## src/rtl/hazard_pkg.sv

```systemverilog
// Shared optype/forwarding codes and small helpers for the hazard detection unit.
package hazard_pkg;

   localparam int unsigned OPT_W = 2;
   localparam int unsigned FWD_W = 2;

   // Instruction class carried down the shadow pipeline
   typedef enum logic [OPT_W-1:0] {
      OPT_NONE  = 2'b00,
      OPT_ALU   = 2'b01,
      OPT_LOAD  = 2'b10,
      OPT_STORE = 2'b11
   } optype_e;

   // Operand source select driven to the ID-stage muxes
   typedef enum logic [FWD_W-1:0] {
      FWD_RF    = 2'b00,
      FWD_EX    = 2'b01,
      FWD_MEM   = 2'b10,
      FWD_MEMLD = 2'b11
   } fwd_e;

   // An entry produces a register result only for ALU/LOAD with a non-x0 target
   function automatic logic writes_rd(input optype_e op, input logic rd_nz);
      return rd_nz && ((op == OPT_ALU) || (op == OPT_LOAD));
   endfunction

   // MEM-stage source: load data for loads, ALU result otherwise
   function automatic fwd_e mem_fwd_code(input optype_e op);
      return (op == OPT_LOAD) ? FWD_MEMLD : FWD_MEM;
   endfunction

endpackage

```

## src/rtl/hazard_shadow_pipe.sv

```systemverilog
// Shadow copy of the EX/MEM/WB stages: {optype, rd, rs2} with bubble insert.
// rs2 is only consumed from MEM (store-data forwarding), so WB keeps optype/rd only.
module hazard_shadow_pipe
   import hazard_pkg::*;
#(
   parameter int unsigned REG_AW = 5
) (
   input  logic              clk,
   input  logic              rst_n,
   input  logic              i_bubble,
   input  optype_e           i_id_op,
   input  logic [REG_AW-1:0] i_id_rd,
   input  logic [REG_AW-1:0] i_id_rs2,
   output optype_e           o_ex_op,
   output logic [REG_AW-1:0] o_ex_rd,
   output optype_e           o_mem_op,
   output logic [REG_AW-1:0] o_mem_rd,
   output logic [REG_AW-1:0] o_mem_rs2,
   output optype_e           o_wb_op,
   output logic [REG_AW-1:0] o_wb_rd
);

   optype_e           r_ex_op,  r_mem_op, r_wb_op;
   logic [REG_AW-1:0] r_ex_rd,  r_mem_rd, r_wb_rd;
   logic [REG_AW-1:0] r_ex_rs2, r_mem_rs2;

   // Advance every cycle; EX takes a bubble when ID is squashed or invalid
   always_ff @(posedge clk or negedge rst_n) begin
      if (!rst_n) begin
         r_ex_op   <= OPT_NONE;
         r_ex_rd   <= '0;
         r_ex_rs2  <= '0;
         r_mem_op  <= OPT_NONE;
         r_mem_rd  <= '0;
         r_mem_rs2 <= '0;
         r_wb_op   <= OPT_NONE;
         r_wb_rd   <= '0;
      end else begin
         r_wb_op   <= r_mem_op;
         r_wb_rd   <= r_mem_rd;
         r_mem_op  <= r_ex_op;
         r_mem_rd  <= r_ex_rd;
         r_mem_rs2 <= r_ex_rs2;
         if (i_bubble) begin
            r_ex_op  <= OPT_NONE;
            r_ex_rd  <= '0;
            r_ex_rs2 <= '0;
         end else begin
            r_ex_op  <= i_id_op;
            r_ex_rd  <= i_id_rd;
            r_ex_rs2 <= i_id_rs2;
         end
      end
   end

   assign o_ex_op   = r_ex_op;
   assign o_ex_rd   = r_ex_rd;
   assign o_mem_op  = r_mem_op;
   assign o_mem_rd  = r_mem_rd;
   assign o_mem_rs2 = r_mem_rs2;
   assign o_wb_op   = r_wb_op;
   assign o_wb_rd   = r_wb_rd;

endmodule

```

## src/rtl/hazard_detect_unit.sv

```systemverilog
// Hazard detection for the 5-stage RV32I core: forwarding selects, store-data
// forwarding, load-use stall and taken-branch flush, all zero-latency from ID.
// Optional cycle counters for stalls/flushes when HAZARD_PERF_EN is defined.
module hazard_detect_unit
   import hazard_pkg::*;
#(
   parameter int unsigned REG_AW = 5
`ifdef HAZARD_PERF_EN
   ,
   parameter int unsigned CNT_W  = 32
`endif
) (
   input  logic              clk,
   input  logic              rst_n,
   input  logic              id_valid,
   input  logic [REG_AW-1:0] rs1_id,
   input  logic [REG_AW-1:0] rs2_id,
   input  logic [REG_AW-1:0] rd_id,
   input  logic              rs1use_id,
   input  logic              rs2use_id,
   input  logic [1:0]        optype_id,
   input  logic              branch_id,
   output logic              pc_en_if,
   output logic              reg_fd_stall,
   output logic              reg_fd_flush,
   output logic              reg_de_flush,
   output logic [1:0]        fwd_a_ctrl,
   output logic [1:0]        fwd_b_ctrl,
   output logic              fwd_ls_ctrl
`ifdef HAZARD_PERF_EN
   ,
   output logic [CNT_W-1:0]  stall_cnt,
   output logic [CNT_W-1:0]  flush_cnt
`endif
);

   // An invalid ID slot behaves as a NONE instruction that reads nothing
   logic    w_rs1use, w_rs2use, w_branch;
   optype_e w_id_op;

   assign w_rs1use = id_valid & rs1use_id;
   assign w_rs2use = id_valid & rs2use_id;
   assign w_branch = id_valid & branch_id;
   assign w_id_op  = id_valid ? optype_e'(optype_id) : OPT_NONE;

   optype_e           w_ex_op, w_mem_op, w_wb_op;
   logic [REG_AW-1:0] w_ex_rd, w_mem_rd, w_mem_rs2, w_wb_rd;
   logic              w_bubble;

   hazard_shadow_pipe #(
      .REG_AW (REG_AW)
   ) u_shadow (
      .clk       (clk),
      .rst_n     (rst_n),
      .i_bubble  (w_bubble),
      .i_id_op   (w_id_op),
      .i_id_rd   (rd_id),
      .i_id_rs2  (rs2_id),
      .o_ex_op   (w_ex_op),
      .o_ex_rd   (w_ex_rd),
      .o_mem_op  (w_mem_op),
      .o_mem_rd  (w_mem_rd),
      .o_mem_rs2 (w_mem_rs2),
      .o_wb_op   (w_wb_op),
      .o_wb_rd   (w_wb_rd)
   );

   logic w_ex_wr, w_mem_wr;

   assign w_ex_wr  = writes_rd(w_ex_op,  |w_ex_rd);
   assign w_mem_wr = writes_rd(w_mem_op, |w_mem_rd);

   // Operand forwarding; EX result is younger and wins over MEM
   fwd_e w_fwd_a, w_fwd_b;

   always_comb begin
      w_fwd_a = FWD_RF;
      w_fwd_b = FWD_RF;
      if (w_rs1use) begin
         if (w_ex_wr && (w_ex_op == OPT_ALU) && (w_ex_rd == rs1_id)) begin
            w_fwd_a = FWD_EX;
         end else if (w_mem_wr && (w_mem_rd == rs1_id)) begin
            w_fwd_a = mem_fwd_code(w_mem_op);
         end
      end
      if (w_rs2use) begin
         if (w_ex_wr && (w_ex_op == OPT_ALU) && (w_ex_rd == rs2_id)) begin
            w_fwd_b = FWD_EX;
         end else if (w_mem_wr && (w_mem_rd == rs2_id)) begin
            w_fwd_b = mem_fwd_code(w_mem_op);
         end
      end
   end

   // Load-use: a store's rs2 is exempt because it is patched later from WB
   logic w_ex_is_ld, w_ld_use_a, w_ld_use_b, w_stall;

   assign w_ex_is_ld = (w_ex_op == OPT_LOAD) && (w_ex_rd != '0);
   assign w_ld_use_a = w_rs1use && (w_ex_rd == rs1_id);
   assign w_ld_use_b = w_rs2use && (w_ex_rd == rs2_id) && (w_id_op != OPT_STORE);
   assign w_stall    = w_ex_is_ld && (w_ld_use_a || w_ld_use_b);
   assign w_bubble   = w_stall | ~id_valid;

   // Store in MEM whose data register is being written by a load now in WB
   logic w_ls_fwd;

   assign w_ls_fwd = (w_mem_op == OPT_STORE) && (w_wb_op == OPT_LOAD) &&
                     (w_wb_rd != '0) && (w_wb_rd == w_mem_rs2);

   // Branch flush yields to a stall so the branch is re-evaluated next cycle
   logic w_flush;

   assign w_flush = w_branch & ~w_stall;

   // Outputs held at their idle values while reset is asserted
   assign pc_en_if     = ~rst_n | ~w_stall;
   assign reg_fd_stall =  rst_n &  w_stall;
   assign reg_de_flush =  rst_n &  w_stall;
   assign reg_fd_flush =  rst_n &  w_flush;
   assign fwd_a_ctrl   =  rst_n ? 2'(w_fwd_a) : 2'(FWD_RF);
   assign fwd_b_ctrl   =  rst_n ? 2'(w_fwd_b) : 2'(FWD_RF);
   assign fwd_ls_ctrl  =  rst_n &  w_ls_fwd;

`ifdef HAZARD_PERF_EN
   logic [CNT_W-1:0] r_stall_cnt, r_flush_cnt;

   // Saturating counts of stall cycles and flush cycles
   always_ff @(posedge clk or negedge rst_n) begin
      if (!rst_n) begin
         r_stall_cnt <= '0;
         r_flush_cnt <= '0;
      end else begin
         if (w_stall && !(&r_stall_cnt)) begin
            r_stall_cnt <= r_stall_cnt + CNT_W'(1);
         end
         if (w_flush && !(&r_flush_cnt)) begin
            r_flush_cnt <= r_flush_cnt + CNT_W'(1);
         end
      end
   end

   assign stall_cnt = r_stall_cnt;
   assign flush_cnt = r_flush_cnt;
`endif

endmodule

```

## config.mk

```make
export PLATFORM = sky130hd
export DESIGN_NAME = hazard_detect_unit
export DESIGN_NICKNAME = d
export VERILOG_FILES = /design/src/rtl/hazard_pkg.sv /design/src/rtl/hazard_shadow_pipe.sv /design/src/rtl/hazard_detect_unit.sv
export SDC_FILE = /design/constraint.sdc
export NUM_CORES = 1
export LEC_CHECK = 0
export CAP_MARGIN = 20
export CORE_MARGIN = 2
export CORE_UTILIZATION = 45
export DETAILED_ROUTE_END_ITERATION = 7
export PLACE_DENSITY_LB_ADDON = 0.1
export SYNTH_ARGS = -nofsm -noshare
export SYNTH_HDL_FRONTEND = slang
export SYNTH_SLANG_ARGS = --single-unit
```

## constraint.sdc

```tcl
create_clock -name clk -period 5.5 [get_ports clk]
set_clock_uncertainty 0.15 [all_clocks]
set_input_delay 1.65 -clock clk [delete_from_list [all_inputs] [get_ports clk]]
set_output_delay 1.65 -clock clk [all_outputs]
set_load 0.01 [all_outputs]
```

==> impl_summary.log, run 1 <==
[metrics] count of fill cells added during filler insertion: 284
[metrics] cell mode on critical path: sky130_fd_sc_hd__clkdlybuf4s50_1
[metrics] sort of element at the start of the critical path: primary input
[metrics] area taken by multi-input logic gates: 675.6 um2
[metrics] TritonCTS clock tree: done
[metrics] post-synth top area cell: sky130_fd_sc_hd__dfrtp_1
[metrics] Cell Rows: 21
[metrics] Power per Cell Area: 246.8 nW/um2
[metrics] die height: 62.03 um
[metrics] worst setup slack after placement: -0.5669 ps
[metrics] master cell of the clock root buffer: sky130_fd_sc_hd__clkbuf_4
[metrics] number of flops mapped to enable cells by yosys: 0
[metrics] Tcrit/Tclk final: 98.27%
[metrics] cts-stage hold buffer count: 0
[metrics] critical path data required time: 3700 ps
[metrics] peak ir drop on the vdd network: 0.1479 mV
[metrics] IO buf count: 31
[metrics] number of clock buffers inserted by TritonCTS: 5
[metrics] proportion of netlist area held by the largest area contributor: 51.20%
[metrics] Antenna Nets Post-Route: 0
[metrics] number of buffers inserted by post-CTS setup repair: 0
[metrics] maximum number of pins on one net before global-route repair: 37
[metrics] signal arrival time at the worst endpoint: 3600 ps
[metrics] overflow left after global routing: 0
[metrics] Finished Cell Area: 2004 um2
[metrics] number of register bits inferred by synthesis: 31
[metrics] max_slew headroom: 78.94%
[metrics] unrepaired setup endpoints after global routing: no
[metrics] Die X: 62.03 um
[metrics] number of global-route vias before repair: 1113
[metrics] share of the core filled with cells in the final layout: 61.03%
[metrics] internal power summed over all cells: 0.3703 mW
[metrics] sequential element share of the synthesized area: 51.20%
[metrics] async set-reset flop share out of synthesis: 100.0%
[metrics] most common cell in the synthesized netlist: sky130_fd_sc_hd__dfrtp_1
[metrics] class of the worst hold path: reg -> reg
[metrics] number of gates resized after CTS: 1
[metrics] die footprint: 3847 um2
[metrics] vias after detailed routing: 1107
[metrics] antenna violations before repair: 0
[metrics] diode insertion count for antenna repair: 0
[metrics] number of H-tree levels: 2
[metrics] max-slew violation total from the final report: 0
[metrics] Clock Power Share: 36.3%
[metrics] average wire length per cell after detail routing: 15.18 um
[metrics] critical path start-end classification: in -> out
[metrics] final hold vios: 0
[metrics] final count of negative-setup-slack endpoints: 0
[metrics] crit path max fanout: 4
[metrics] fraction of power spent switching nets: 25.12%
[metrics] fmax: 185.0 MHz
[metrics] Area contributors post-synth: sky130_fd_sc_hd__dfrtp_1 (51%), sky130_fd_sc_hd__xor2_1 (9.2%), sky130_fd_sc_hd__nor3_2 (5.9%)
[metrics] final worst slack: 95.07 ps
[metrics] global placement routability congestion: 0.7823
[metrics] clock slew at the register clock pins of the worst setup and hold paths: 100 ps
[metrics] power spent charging and discharging nets: 0.1243 mW
[metrics] Global Route Usage Sum: 20.49%
[metrics] count of unresolved DRC violations after routing: 0
[metrics] initial drt markers: 45
[metrics] leakage component of the power: 0.9779 nW
[metrics] total design power: 0.4946 mW
[metrics] fraction of layout instances using a drive strength above 1: 20.69%
[metrics] logic gate share of total power: 13.1%
[metrics] slew of the pin with the lowest slew margin: 313.3 ps
[metrics] TritonCTS Sinks: 31
[metrics] max cap viols: 0
[metrics] storage element area: 775.7 um2
[metrics] average cell area after synthesis: 11.48 um2
[metrics] CP max stage delay: 540 ps
[metrics] Total Nets Final: 200
[metrics] placement-stage cell area: 1896 um2
[metrics] DRT Wirelength: 3339 um
[metrics] share of power burned in registers: 50.6%
[metrics] slowest cell on the critical path: sky130_fd_sc_hd__clkdlybuf4s50_1
[metrics] outcome: completed
[metrics] wire length of the first global-routing pass: 5402 um
[metrics] setup total negative slack: 0 ps
[metrics] Core Region: 3284 um2
[metrics] Netlist cell types: 32
[metrics] half-perimeter wire length after detailed placement: 2517 um
[metrics] maximum buffer depth of the clock tree: 2
[metrics] net count of the mapped netlist: 159
[metrics] most frequent cells after synthesis: sky130_fd_sc_hd__dfrtp_1 (31), sky130_fd_sc_hd__nand2_1 (16), sky130_fd_sc_hd__xor2_1 (16), sky130_fd_sc_hd__nor3_2 (9), sky130_fd_sc_hd__xnor2_1 (7)
[metrics] count of TritonRoute iterations in the first routing pass: 6
[metrics] summed instance area of the synthesized netlist: 1515 um2
[metrics] post-layout min period: 5405 ps
[metrics] Synth warnings: 0
[metrics] ports placed on the boundary: 32
[metrics] kind of end point of the critical path: output port
[metrics] CP Cell Sequence: clkdlybuf4s50_1 -> xor2_1 -> nor4_2 -> and3_2 -> o21a_1 -> clkdlybuf4s50_1
[metrics] Primary FF master, synth: sky130_fd_sc_hd__dfrtp_1
[metrics] signed area change from the synthesized netlist to the final layout: 32.29%
[metrics] Syn Inst Count: 132
[metrics] via count normalized by instance count: 5.032
[metrics] latest clock arrival within the worst-skew pair: 340 ps
[metrics] starting density of the core: 46.13%
power groups by stage:
stage | clock network, mW | registers [mW] | logic (mW)
2_1_floorplan | 0 | 0.251 | 0.0295
3_3_place_gp | 0 | 0.254 | 0.0614
3_5_place_dp | 0 | 0.255 | 0.0632
4_1_cts | 0.185 | 0.250 | 0.0644
5_1_grt | 0.194 | 0.252 | 0.0719
6_report | 0.180 | 0.250 | 0.0648
cells by family after synthesis:
group / count (synthesis) / share of synthesized area, %
DFF: 31 / 51.20
and+or+nand+nor: 52 / 21.72
buffers and inverters: 11 / 5.119
xor gates and xnor gates: 23 / 13.29
adders and majority gates: 4 / 3.303
AOI/OAI and AO/OA: 11 / 5.368
path summary, 6_finish.rpt:
| path | startpoint | end | slack, ps | cells after the start |
|---|---|---|---|---|
| max in group asynchronous | rst_n | u_shadow.o_mem_rd[0]$_DFF_PN0_ | 3340 | 2 |
| min in group asynchronous | rst_n | u_shadow.o_ex_rd[0]$_DFF_PN0_ | 1610 | 2 |
| setup reg to reg | u_shadow.o_ex_rd[2]$_DFF_PN0_ | u_shadow.o_ex_op[1]$_DFF_PN0_ | 3370 | 5 |
| hold reg to reg | u_shadow.r_ex_rs2[3]$_DFF_PN0_ | u_shadow.o_mem_rs2[3]$_DFF_PN0_ | 210 | 0 |
| hold / removal | u_shadow.r_ex_rs2[3]$_DFF_PN0_ | u_shadow.o_mem_rs2[3]$_DFF_PN0_ | 210 | 0 |
| setup / recovery | rs1_id[4] | reg_de_flush | 100 | 6 |
area by class of cell:
class	count	share of cell area, %
clock buffers	5	1.873
clock inverters	3	2.185
inverters	4	0.7491
multi-input cells	90	33.71
flip-flops and latches	31	38.70
well taps	46	2.871
repair buffers	41	19.91
layout by cell type, fill, tap and decap left out, types with 2 or more instances in the layout:
master	count
sky130_fd_sc_hd__a21oi_1	2
sky130_fd_sc_hd__a311oi_1	2
sky130_fd_sc_hd__and3_2	2
sky130_fd_sc_hd__buf_4	9
sky130_fd_sc_hd__clkbuf_4	5
sky130_fd_sc_hd__clkdlybuf4s50_1	27
sky130_fd_sc_hd__dfrtp_1	31
sky130_fd_sc_hd__dlymetal6s2s_1	4
sky130_fd_sc_hd__ha_1	4
sky130_fd_sc_hd__inv_1	4
sky130_fd_sc_hd__nand2_1	16
sky130_fd_sc_hd__nand3_1	4
sky130_fd_sc_hd__nand4_1	2
sky130_fd_sc_hd__nor2_1	2
sky130_fd_sc_hd__nor3_1	4
sky130_fd_sc_hd__nor3_2	10
sky130_fd_sc_hd__nor4_1	4
sky130_fd_sc_hd__o22ai_1	2
sky130_fd_sc_hd__xnor2_1	7
sky130_fd_sc_hd__xor2_1	16
registers in the layout, summed over array words and instances (netlist names):
| register | cells |
|---|---|
| u_shadow.o_ex_op | 2 |
| u_shadow.o_mem_rs2 | 5 |
| u_shadow.o_mem_rd | 5 |
| u_shadow.r_ex_rs2 | 5 |
| u_shadow.o_ex_rd | 5 |
| u_shadow.o_wb_rd | 5 |
| u_shadow.o_mem_op | 2 |
| u_shadow.o_wb_op | 2 |
worst max-delay path: cells and delay by family:
family | cells | cell delay, ps
xor+xnor | 1 | 170
compound gates | 1 | 140
buf+inv | 2 | 1000
simple gates | 2 | 640
stage by stage:
stage / std cells / hold WS [ps]
3_3_place_gp: 212 / 185.9
6_report: 220 / 207.7
5_1_grt: 220 / 221.2
4_1_cts: 220 / 211.8
2_1_floorplan: 132 / 181.2
3_5_place_dp: 212 / 186.4
per-layer routing:
metal	wire length (um)	vias up	track usage (%)
met4	70	0	7.903
li1	-	535	-
met5	0	-	0
met3	165	7	7.453
met1	1494	530	27.06
met2	1608	35	30.80
No activity file was read; power rests on OpenSTA's default activity.
==> run 2, diff against run 1 <==
- CORE_ASPECT_RATIO: unset -> 1.5
==> impl_summary.log, run 2 (synthesized netlist as in run 1, its figures left out) <==
[metrics] initial drt markers: 27
[metrics] CP max stage delay: 580 ps
[metrics] count of TritonRoute iterations in the first routing pass: 4
[metrics] worst setup slack after placement: -55.82 ps
[metrics] TritonCTS clock tree: done
[metrics] minimum setup slack among reg-to-reg paths: 3330 ps
[metrics] final count of negative-setup-slack endpoints: 0
[metrics] highest-count cells in the layout ignoring fill and taps: sky130_fd_sc_hd__dfrtp_1 (31), sky130_fd_sc_hd__clkdlybuf4s50_1 (27), sky130_fd_sc_hd__xor2_1 (16), sky130_fd_sc_hd__nand2_1 (16), sky130_fd_sc_hd__nor3_2 (10)
[metrics] TritonCTS Sinks: 31
[metrics] Die X: 51.38 um
[metrics] antenna violations before repair: 0
[metrics] average wire length per cell after detail routing: 15.74 um
[metrics] vias after detailed routing: 1107
[metrics] global placement routability congestion: 0.8175
[metrics] CP Cell Sequence: clkdlybuf4s50_1 -> xor2_1 -> nor4_1 -> nand3_1 -> a311oi_1 -> clkdlybuf4s50_1
[metrics] instance count on the critical path: 6
[metrics] Tcrit/Tclk final: 98.25%
[metrics] leakage component of the power: 0.9927 nW
[metrics] latest clock arrival within the worst-skew pair: 280 ps
[metrics] via count normalized by instance count: 5.197
[metrics] Antenna Nets Post-Route: 0
[metrics] number of clock buffers inserted by TritonCTS: 5
[metrics] max_slew headroom: 79.04%
[metrics] max cap viols: 0
[metrics] Core Region: 3191 um2
[metrics] origin of the worst setup path: rs1_id[2]
[metrics] fraction of layout instances using a drive strength above 1: 20.81%
[metrics] cts-stage hold buffer count: 0
[metrics] unrepaired setup endpoints after global routing: no
[metrics] Bufs and invs on worst path: 2
[metrics] fmax: 185.1 MHz
[metrics] cells on worst reg2reg path: 6
[metrics] critical path start-end classification: in -> out
[metrics] wire length of the first global-routing pass: 5664 um
[metrics] signed area change from the synthesized netlist to the final layout: 34.02%
[metrics] critical path data required time: 3700 ps
[metrics] kind of end point of the critical path: output port
[metrics] clock slew at the register clock pins of the worst setup and hold paths: 60 ps
[metrics] crit path max fanout: 2
[metrics] IO buf count: 31
[metrics] number of global-route vias before repair: 1239
[metrics] CP endpoint: fwd_a_ctrl[1]
[metrics] Finished Cell Area: 2031 um2
[metrics] final worst slack: 96.49 ps
[metrics] number of H-tree levels: 2
[metrics] count of unresolved DRC violations after routing: 0
[metrics] maximum buffer depth of the clock tree: 2
[metrics] overflow left after global routing: 0
[metrics] slowest cell on the critical path: sky130_fd_sc_hd__clkdlybuf4s50_1
[metrics] Reg-to-Reg Start: u_shadow.o_ex_rd[2]$_DFF_PN0_
[metrics] Total Nets Final: 199
[metrics] master cell of the clock root buffer: sky130_fd_sc_hd__clkbuf_8
[metrics] maximum number of pins on one net before global-route repair: 37
[metrics] half-perimeter wire length after detailed placement: 2451 um
[metrics] diode insertion count for antenna repair: 0
[metrics] final hold vios: 0
[metrics] signal arrival time at the worst endpoint: 3600 ps
[metrics] max-slew violation total from the final report: 0
[metrics] setup total negative slack: 0 ps
[metrics] peak ir drop on the vdd network: 0.2269 mV
[metrics] starting density of the core: 47.49%
[metrics] Cell Rows: 25
[metrics] placement-stage cell area: 1881 um2
[metrics] Global Route Usage Sum: 20.78%
[metrics] storage element area: 775.7 um2
[metrics] kind of cell adding the most delay to the critical path: buffers and inverters
[metrics] Power per Cell Area: 263.3 nW/um2
[metrics] slew of the pin with the lowest slew margin: 312.7 ps
[metrics] outcome: completed
[metrics] most common library cell in the layout ignoring fill and taps: sky130_fd_sc_hd__dfrtp_1
[metrics] die height: 75.07 um
[metrics] cell mode on critical path: sky130_fd_sc_hd__clkdlybuf4s50_1
[metrics] count of fill cells added during filler insertion: 284
[metrics] endpoint of the lowest-slack register-to-register path: u_shadow.o_ex_op[0]$_DFF_PN0_
[metrics] ports placed on the boundary: 32
[metrics] sort of element at the start of the critical path: primary input
[metrics] DRT Wirelength: 3352 um
[metrics] die footprint: 3857 um2
[metrics] count of non-filler cells in the finished layout: 213
[metrics] dpl cells: 205
[metrics] post-layout min period: 5404 ps
[metrics] class of the worst hold path: reg -> reg
[metrics] area taken by multi-input logic gates: 685.7 um2
[metrics] share of the core filled with cells in the final layout: 63.65%
## run 2: changes by cell type in the layout (fill, tap and decap cells not counted)
cell / previous run / this run
sky130_fd_sc_hd__clkbuf_8: 0 / 5
sky130_fd_sc_hd__nor4_1: 4 / 3
sky130_fd_sc_hd__and3_4: 0 / 1
sky130_fd_sc_hd__clkbuf_4: 5 / 0
sky130_fd_sc_hd__and3_2: 2 / 1
sky130_fd_sc_hd__buf_4: 9 / 8
sky130_fd_sc_hd__nor4_2: 1 / 2
## run 2: through the flow
stage                     power (mW)  hold slack, ps
after floorplan               0.2806           181.2
after global placement        0.3158           181.9
final                         0.5347           196.9
after detailed placement      0.3178           184.7
after global routing          0.5601           209.0
after CTS                     0.5389           200.0
## run 2: worst min path at each step
stage,startpoint,to,slack (ps),cells after the start
2_1_floorplan,u_shadow.r_ex_rs2[0]$_DFF_PN0_,u_shadow.o_mem_rs2[0]$_DFF_PN0_,180,0
3_3_place_gp,u_shadow.r_ex_rs2[1]$_DFF_PN0_,u_shadow.o_mem_rs2[1]$_DFF_PN0_,180,0
3_5_place_dp,u_shadow.r_ex_rs2[4]$_DFF_PN0_,u_shadow.o_mem_rs2[4]$_DFF_PN0_,180,0
4_1_cts,u_shadow.r_ex_rs2[4]$_DFF_PN0_,u_shadow.o_mem_rs2[4]$_DFF_PN0_,200,0
5_1_grt,u_shadow.r_ex_rs2[3]$_DFF_PN0_,u_shadow.o_mem_rs2[3]$_DFF_PN0_,210,0
6_report,u_shadow.r_ex_rs2[0]$_DFF_PN0_,u_shadow.o_mem_rs2[0]$_DFF_PN0_,200,0
## run 2: layout make-up
type,instances,area share [%]
Inverter,4,0.7394
Multi-Input combinational cell,90,33.76
Clock inverter,3,2.156
Timing Repair Buffer,40,19.29
Clock buffer,5,3.389
Tap cell,40,2.465
Sequential cell,31,38.20
## run 2: report_power, final
part | internal, mW | switching (mW) | leakage (nW)
registers | 0.240 | 0.00994 | 0.400
clock network | 0.135 | 0.0841 | 0.0581
logic | 0.0350 | 0.0312 | 0.535
total | 0.409 | 0.125 | 0.993
## run 2: timing repair
action / in CTS / in global routing
pin swaps: 0 / 4
setup endpoints to repair: 4 / 7
resized for setup: 3 / 8
buffers inserted: 0 / 0
## run 2: per-layer routing
| layer | vias to the layer above | GRT usage (%) | wire [um] |
|---|---|---|---|
| met5 | - | 0 | 0 |
| met4 | 0 | 10.23 | 95 |
| met3 | 9 | 5.159 | 166 |
| met2 | 33 | 37.61 | 1825 |
| met1 | 534 | 22.27 | 1265 |
| li1 | 531 | - | - |
==> run 3, diff against run 2 <==
- PLACE_DENSITY_LB_ADDON: 0.1 -> 0.25
- SLEW_MARGIN: unset -> 15
==> impl_summary.log, run 3 (synthesized netlist as in run 1, its figures left out) <==
[metrics] Reg-to-Reg Start: u_shadow.o_ex_rd[2]$_DFF_PN0_
[metrics] Core Region: 3191 um2
[metrics] slew of the pin with the lowest slew margin: 303.9 ps
[metrics] starting density of the core: 47.49%
[metrics] average wire length per cell after detail routing: 14.69 um
[metrics] fmax: 185.8 MHz
[metrics] unrepaired setup endpoints after global routing: no
[metrics] TritonCTS Sinks: 31
[metrics] cells on worst reg2reg path: 6
[metrics] minimum setup slack among reg-to-reg paths: 3330 ps
[metrics] CP max stage delay: 540 ps
[metrics] Cell Rows: 25
[metrics] Global Route Usage Sum: 19.50%
[metrics] total design power: 0.5351 mW
[metrics] crit path max fanout: 4
[metrics] cell mode on critical path: sky130_fd_sc_hd__clkdlybuf4s50_1
[metrics] signed area change from the synthesized netlist to the final layout: 35.43%
[metrics] kind of end point of the critical path: output port
[metrics] cts-stage hold buffer count: 0
[metrics] Tcrit/Tclk final: 97.84%
[metrics] setup total negative slack: 0 ps
[metrics] die footprint: 3857 um2
[metrics] outcome: completed
[metrics] endpoint of the lowest-slack register-to-register path: u_shadow.o_ex_op[0]$_DFF_PN0_
[metrics] initial drt markers: 8
[metrics] signal arrival time at the worst endpoint: 3580 ps
[metrics] max_slew headroom: 79.74%
[metrics] fraction of layout instances using a drive strength above 1: 21.59%
[metrics] critical path data required time: 3700 ps
[metrics] fraction of power spent switching nets: 23.36%
[metrics] launch point of the worst hold path: u_shadow.r_ex_rs2[4]$_DFF_PN0_
[metrics] wire length of the first global-routing pass: 5292 um
[metrics] IO buf count: 31
[metrics] maximum number of pins on one net before global-route repair: 37
[metrics] vias after detailed routing: 1121
[metrics] leakage component of the power: 1.029 nW
[metrics] dpl cells: 208
[metrics] share of the core filled with cells in the final layout: 64.31%
[metrics] antenna violations before repair: 0
[metrics] maximum buffer depth of the clock tree: 2
[metrics] Post-Route Hold Slack: 195.0 ps
[metrics] max-slew violation total from the final report: 0
[metrics] Bufs and invs on worst path: 2
[metrics] clock slew at the register clock pins of the worst setup and hold paths: 60 ps
[metrics] master cell of the clock root buffer: sky130_fd_sc_hd__clkbuf_8
[metrics] latest clock arrival within the worst-skew pair: 280 ps
[metrics] count of unresolved DRC violations after routing: 0
[metrics] DRT Wirelength: 3172 um
[metrics] Total Nets Final: 202
[metrics] ports placed on the boundary: 32
[metrics] number of H-tree levels: 2
[metrics] count of non-filler cells in the finished layout: 216
[metrics] half-perimeter wire length after detailed placement: 2478 um
[metrics] peak ir drop on the vdd network: 0.2203 mV
[metrics] global placement routability congestion: 0.8365
[metrics] number of global-route vias before repair: 1193
[metrics] final count of negative-setup-slack endpoints: 0
[metrics] die height: 75.07 um
[metrics] WHS Path Cells: 0
[metrics] post-layout min period: 5381 ps
[metrics] number of clock buffers inserted by TritonCTS: 5
[metrics] TritonCTS clock tree: done
[metrics] Hold Path End: u_shadow.o_mem_rs2[4]$_DFF_PN0_
[metrics] CP Cell Sequence: clkdlybuf4s50_1 -> xor2_1 -> nor4_2 -> and3_1 -> o21a_1 -> clkdlybuf4s50_1
[metrics] kind of cell adding the most delay to the critical path: buffers and inverters
[metrics] Clock Power Share: 41.0%
[metrics] sort of element at the start of the critical path: primary input
[metrics] class of the worst hold path: reg -> reg
[metrics] slowest cell on the critical path: sky130_fd_sc_hd__clkdlybuf4s50_1
[metrics] overflow left after global routing: 0
[metrics] logic gate share of total power: 12.3%
[metrics] critical path start-end classification: in -> out
[metrics] Die X: 51.38 um
[metrics] internal power summed over all cells: 0.4101 mW
[metrics] count of TritonRoute iterations in the first routing pass: 4
[metrics] most common library cell in the layout ignoring fill and taps: sky130_fd_sc_hd__dfrtp_1
[metrics] via count normalized by instance count: 5.190
[metrics] power spent charging and discharging nets: 0.1250 mW
[metrics] diode insertion count for antenna repair: 0
[metrics] final hold vios: 0
[metrics] Power per Cell Area: 260.8 nW/um2
[metrics] max cap viols: 0
[metrics] Antenna Nets Post-Route: 0
[metrics] highest-count cells in the layout ignoring fill and taps: sky130_fd_sc_hd__dfrtp_1 (31), sky130_fd_sc_hd__clkdlybuf4s50_1 (26), sky130_fd_sc_hd__xor2_1 (16), sky130_fd_sc_hd__nand2_1 (16), sky130_fd_sc_hd__buf_4 (11)
[metrics] share of power burned in registers: 46.7%
-- run 3: repair_timing --
action                                  4_1_cts  5_1_grt
resized for setup                             0       10
buffers inserted                              0        0
endpoints found under the setup margin        0        8
-- run 3: worst max path at each step --
stage	from	end	cells past startpoint
after floorplan	rs1_id[0]	reg_fd_stall	6
after global routing	rs1_id[4]	reg_de_flush	6
after detailed placement	rs2_id[0]	fwd_b_ctrl[1]	6
after CTS	rs2_id[0]	fwd_b_ctrl[1]	6
final	rs1_id[4]	reg_de_flush	6
after global placement	rs2_id[0]	fwd_b_ctrl[1]	6
-- run 3: layer usage --
| layer | share of wire (%) | GRT usage, % | up-vias |
|---|---|---|---|
| li1 | - | - | 541 |
| met1 | 37 | 20.00 | 538 |
| met2 | 55 | 34.76 | 30 |
| met3 | 3.6 | 5.556 | 12 |
| met4 | 3.8 | 11.70 | 0 |
| met5 | 0 | 0 | - |
-- run 3: through the flow --
stage               instance area (um2)  worst slack (ps)
global route                       2052             27.35
detailed placement                 1903             11.94
global placement                   1903            -9.079
CTS                                2016             8.910
floorplan                          1515             903.4
finish                             2052             118.9
-- run 3: area by class of cell --
cell class	count	area (um2)
fill	279	1139
sequential	31	775.7
multi-input combinational	90	681.9
timing repair buffer	43	416.7
clock buffer	5	68.82
tap	40	50.05
clock inverter	3	43.79
inverter	4	15.01
-- run 3: power by group through the flow --
stage,registers [mW],logic (mW),clock network [mW]
floorplan,0.251,0.0295,0
global placement,0.254,0.0625,0
detailed placement,0.254,0.0638,0
CTS,0.250,0.0643,0.225
global route,0.251,0.0732,0.236
finish,0.250,0.0660,0.219
-- run 3: worst reg2reg max path, cell delays in order (launching register included) --
cell	delay (ps)
sky130_fd_sc_hd__dfrtp_1	450
sky130_fd_sc_hd__or4_4	560
sky130_fd_sc_hd__a21bo_2	230
sky130_fd_sc_hd__and3_1	190
sky130_fd_sc_hd__buf_4	150
sky130_fd_sc_hd__buf_4	170
sky130_fd_sc_hd__nor3_2	190
